==> src/rtl/cpu_wb_arbiter.sv <==
// rtl/cpu_wb_arbiter.sv - two-master pipelined Wishbone arbiter (instruction fetch + data port onto one slave)
// Optional build macro WB_ARB_RR_EN: round-robin tie-break in IDLE instead of fixed data priority.
module cpu_wb_arbiter #(
  parameter int ADDR_W    = 32,
  parameter int DATA_W    = 32,
  parameter int MAX_OUTST = 4
) (
  input  logic                sys_clk,
  input  logic                sys_rst_n,
  input  logic                i_cyc,
  input  logic                i_stb,
  input  logic [ADDR_W-1:0]   i_addr,
  output logic                i_ack,
  output logic                i_stall,
  output logic [DATA_W-1:0]   i_dat,
  input  logic                d_stb,
  input  logic                d_we,
  input  logic [DATA_W/8-1:0] d_be,
  input  logic [ADDR_W-1:0]   d_addr,
  input  logic [DATA_W-1:0]   d_wdat,
  output logic                d_ack,
  output logic [DATA_W-1:0]   d_rdat,
  output logic                m_cyc,
  output logic                m_stb,
  output logic                m_we,
  output logic [DATA_W/8-1:0] m_sel,
  output logic [ADDR_W-1:0]   m_addr,
  output logic [DATA_W-1:0]   m_wdat,
  input  logic [DATA_W-1:0]   m_rdat,
  input  logic                m_ack,
  input  logic                m_stall,
  output logic                spur_ack
);

  localparam int CNT_W = $clog2(MAX_OUTST) + 1;
  localparam logic [CNT_W-1:0] CNT_MAX = CNT_W'(MAX_OUTST);

  typedef enum logic [1:0] {
    IDLE  = 2'd0,
    GNT_I = 2'd1,
    GNT_D = 2'd2
  } state_t;

  state_t           state;
  state_t           state_nxt;
  logic [CNT_W-1:0] outst;
  logic [CNT_W-1:0] outst_nxt;
  logic             spur_q;
  logic             req_i;
  logic             req_d;
  logic             own_stb;
  logic             full;
  logic             outst_zero;
  logic             accept;
  logic             ack_ok;
  logic             ack_spur;
  logic             tie_to_d;

  assign req_i      = i_cyc & i_stb;
  assign req_d      = d_stb;
  assign outst_zero = (outst == '0);
  assign full       = (outst == CNT_MAX);
  assign m_stb      = own_stb & ~full;
  assign accept     = m_stb & ~m_stall;
  // An ack with nothing in flight is never forwarded; it only raises the sticky flag.
  assign ack_ok     = m_ack & ~outst_zero;
  assign ack_spur   = m_ack & outst_zero;

`ifdef WB_ARB_RR_EN
  logic last_d;

  // Remembers who was granted last so a tie goes to the other master.
  always_ff @(posedge sys_clk or negedge sys_rst_n) begin
    if (!sys_rst_n) begin
      last_d <= 1'b0;
    end else if (state == IDLE && state_nxt == GNT_D) begin
      last_d <= 1'b1;
    end else if (state == IDLE && state_nxt == GNT_I) begin
      last_d <= 1'b0;
    end
  end

  assign tie_to_d = ~last_d;
`else
  assign tie_to_d = 1'b1;
`endif

  always_ff @(posedge sys_clk or negedge sys_rst_n) begin
    if (!sys_rst_n) begin
      state  <= IDLE;
      outst  <= '0;
      spur_q <= 1'b0;
    end else begin
      state  <= state_nxt;
      outst  <= outst_nxt;
      if (ack_spur) begin
        spur_q <= 1'b1;
      end
    end
  end

  always_comb begin
    state_nxt = state;
    m_cyc     = 1'b0;
    own_stb   = 1'b0;
    m_we      = 1'b0;
    m_sel     = '0;
    m_addr    = '0;
    m_wdat    = '0;
    i_stall   = 1'b1;
    case (state)
      IDLE: begin
        if (req_d && req_i) begin
          state_nxt = tie_to_d ? GNT_D : GNT_I;
        end else if (req_d) begin
          state_nxt = GNT_D;
        end else if (req_i) begin
          state_nxt = GNT_I;
        end
      end
      GNT_I: begin
        m_cyc   = 1'b1;
        own_stb = req_i;
        m_sel   = '1;
        m_addr  = i_addr;
        i_stall = m_stall | full;
        // Hand back only once the fetch master has closed its cycle and every request is acked.
        if (!i_cyc && outst_zero) begin
          state_nxt = IDLE;
        end
      end
      GNT_D: begin
        m_cyc   = 1'b1;
        own_stb = req_d;
        m_we    = d_we;
        m_sel   = d_be;
        m_addr  = d_addr;
        m_wdat  = d_wdat;
        if (!d_stb && outst_zero) begin
          state_nxt = IDLE;
        end
      end
      default: begin
        state_nxt = IDLE;
      end
    endcase
  end

  always_comb begin
    outst_nxt = outst;
    if (accept && !ack_ok) begin
      outst_nxt = outst + CNT_W'(1);
    end else if (ack_ok && !accept) begin
      outst_nxt = outst - CNT_W'(1);
    end
    if (state_nxt == IDLE) begin
      outst_nxt = '0;
    end
  end

  assign i_ack    = ack_ok & (state == GNT_I);
  assign d_ack    = ack_ok & (state == GNT_D);
  assign i_dat    = m_rdat;
  assign d_rdat   = m_rdat;
  assign spur_ack = spur_q;

endmodule
==> config.mk <==
export PLATFORM = sky130hd
export DESIGN_NAME = cpu_wb_arbiter
export DESIGN_NICKNAME = d
export VERILOG_FILES = /design/src/rtl/cpu_wb_arbiter.sv
export SDC_FILE = /design/constraint.sdc
export NUM_CORES = 1
export LEC_CHECK = 0
export ABC_AREA = 1
export CORE_AREA = 2 2 107 109
export DETAILED_ROUTE_END_ITERATION = 6
export DIE_AREA = 0 0 109 111
export GPL_TIMING_DRIVEN = 0
export PLACE_DENSITY_LB_ADDON = 0.08
export SYNTH_ARGS = -nofsm -noshare
export SYNTH_HDL_FRONTEND = slang
export SYNTH_SLANG_ARGS = --single-unit
==> constraint.sdc <==
create_clock -name sys_clk -period 4.5 [get_ports sys_clk]
set_input_delay 0.9 -clock sys_clk [delete_from_list [all_inputs] [get_ports sys_clk]]
set_output_delay 0.9 -clock sys_clk [all_outputs]
set_load 0.05 [all_outputs]
==> impl_metrics.toml <==
[run_status]
status = "complete, no violations"

[detailed_routing]
drcViolationCount = 0
initialDrtViolationCount = 55
vias = 2625
viasPerCell = 3.72
wl_per_cell_um = 14.0
first_pass_iters = 4
wirelength_um = 9900
ant_nets = 0

[cells_and_area]
multi_input_area_um2 = 877
area_growth_pct = 153
regArea_um2 = 150
final_nets = 712
final_area_um2 = 4490
layout-drive-gt1-share = 0.190
fillers = 1197
antennaDiodeCount = 0

[sta]
relSlewSlack = 0.623
fin_worst_skew_ns = 0.000406
finalSetupViolations = 0
timing.final.crit_share = 0.798
finalWorstPathRequiredPeriod_ns = 3.59
tightestPinTransition_ns = 0.564
hold_violations = 0
rsz0062_at_grt = "false"
fmax_mhz = 279
setup_tns_ns = 0
drv_slew = 0

[die]
dieArea_um2 = 12100
design.core.area_um2 = 11100
die_y_um = 111
start_util = 0.160
die_x_um = 109
io_pins = 279
rows = 39

[power]
leakage_uw = 0.00206
ir_drop_uv = 220
power.density_nw_per_um2 = 549

[placement]
hpwl_um = 8730
gp_congestion = 0.771
port_buffers = 246
place_area_um2 = 4420

[critical_path]
crit_type = "input pin to primary output"
critical_path_buf_inv_count = 4
critPathArrivalTime_ns = 2.69
crit_chain = "clkdlybuf4s50_1 -> clkinv_4 -> o21ai_1 -> inv_2 -> nor3_1 -> clkdlybuf4s50_1"
worst_path_dominant_cell_family = "buffers and inverters"
r2r-start = "state[1]"
cp_slowest_stage_delay_ns = 0.83
reg2reg_depth = 12
crit_path_end_kind = "primary output"
cp_max_fo = 4
critPathSlowestCell = "clkdlybuf4s50_1"
r2r_slack_ns = 1.88
cp.required_ns = 3.60
cpMostUsedCell = "clkdlybuf4s50_1"
crit_path_start_kind = "input pin"
reg2reg_to = "outst[2]"

[clock_network]
cts-buffers-inserted = 3
cts_tree = "built"
clk_pin_slew_worst_paths_ns = 0.03
cts_setup_buffers = 0
h-tree-depth = 1
root_buffer = "clkbuf_16"
clockBufferDepth = 2
cts_hold_buf = 0
cts.repair.resized = 0
cts_num_sinks = 6
insertion_delay_ns = 0.23

[yosys]
synth_edf_count = 0
synthTopCellsByArea = "buf_4, nand2_1, a21oi_1"
ys_seq_area_frac = 0.0846
synth_top_area_share = 0.283
yosys.area.top_type = "buf_4"
syn-num-nets = 461
netlist_area_um2 = 1780
async_reset_ff_frac = 1.00
synthCells = 314
yosys_register_bits = 6
syn_area_per_cell_um2 = 5.65
synth-warning-count = 0
yosysUniqueCellTypes = 24
synthTopCellsByCount = "nand2_1, buf_4, a21oi_1, inv_1, inv_2"
yosysMostFrequentCell = "nand2_1"
synthFlopType = "dfrtp_1"

[min_path]
worstHoldPathCells = 1
min-delay-path-class = "register to register"
worstHoldEndpoint = "spur_ack"
min-delay-start = "spur_ack"

[run]
maxCapViolCount = 0

[grt]
gr-usage-all-layers = 0.151
grt_first_pass_wirelength_um = 14300
grt_max_degree = 11
grt_pass1_vias = 2460
overflow = 0
antenna_found_initial = 0
-- report_power, final --
part / internal, µW / switching [µW] / total (µW) / leakage, µW
Clock: 114 / 28.0 / 142 / 0.0000370
Combinational: 732 / 1500 / 2230 / 0.00194
Sequential: 68.2 / 22.3 / 90.4 / 0.0000751
Total: 914 / 1550 / 2470 / 0.00206
-- area by class of cell --
class / instances / area share
Clock buffer: 3 / 0.0167
Multi-Input combinational cell: 181 / 0.195
Buffer: 80 / 0.126
Timing Repair Buffer: 246 / 0.548
Inverter: 47 / 0.0404
Sequential cell: 6 / 0.0334
Tap cell: 143 / 0.0398
-- worst max path at each step --
stage | startpoint | cells after the start | endpoint
final | d_stb | 6 | m_stb
after global routing | d_stb | 6 | m_stb
after CTS | d_stb | 6 | m_stb
after detailed placement | d_stb | 6 | m_stb
after global placement | d_stb | 6 | m_stb
after floorplan | state[1] | 5 | m_stb
-- layer usage --
metal	vias up	track usage	wire length [µm]
met2	101	0.292	5380
met4	0	0.0188	75
met5	-	0	0
li1	1377	-	-
met1	1141	0.164	3520
met3	6	0.0412	923
-- layout by cell type, fill, tap and decap left out --
master	n
ha_1	6
nand2_1	110
o21ai_1	1
buf_2	12
clkbuf_16	3
nor2_4	1
buf_4	67
inv_2	15
fa_1	1
dfrtp_1	6
nor2_1	3
a21oi_1	40
nor4_2	1
clkdlybuf4s50_1	246
a31o_2	1
nor3_1	1
mux2i_1	1
nand3_2	4
clkinv_1	1
nand3_1	6
clkbuf_1	1
xor2_1	2
nand2_2	2
clkinv_4	1
inv_1	30
o21ai_0	1
-- per-stage QoR --
step | utilization | instances | total power (µW) | setup slack [ns] | hold WS [ns]
2_1_floorplan | - | 314 | 1580 | 1.19 | 0.573
3_3_place_gp | 0.399 | 703 | 2340 | 0.920 | 0.481
3_5_place_dp | 0.399 | 703 | 2350 | 0.934 | 0.471
4_1_cts | 0.406 | 706 | 2500 | 0.912 | 0.482
5_1_grt | 0.406 | 706 | 2620 | 0.792 | 0.499
6_report | 0.406 | 706 | 2470 | 0.910 | 0.475
-- cells by family after synthesis --
family,share of synthesized area
compound gates,0.123
xor+xnor,0.00987
fa+ha+maj,0.0536
buf+inv,0.421
flops,0.0846
mux,0.00564
simple gates,0.302
-- state kept, by name (all words and copies together) (netlist names) --
signal / cells
outst: 3
state: 2
spur_ack: 1
No activity file was read; power rests on OpenSTA's default activity.
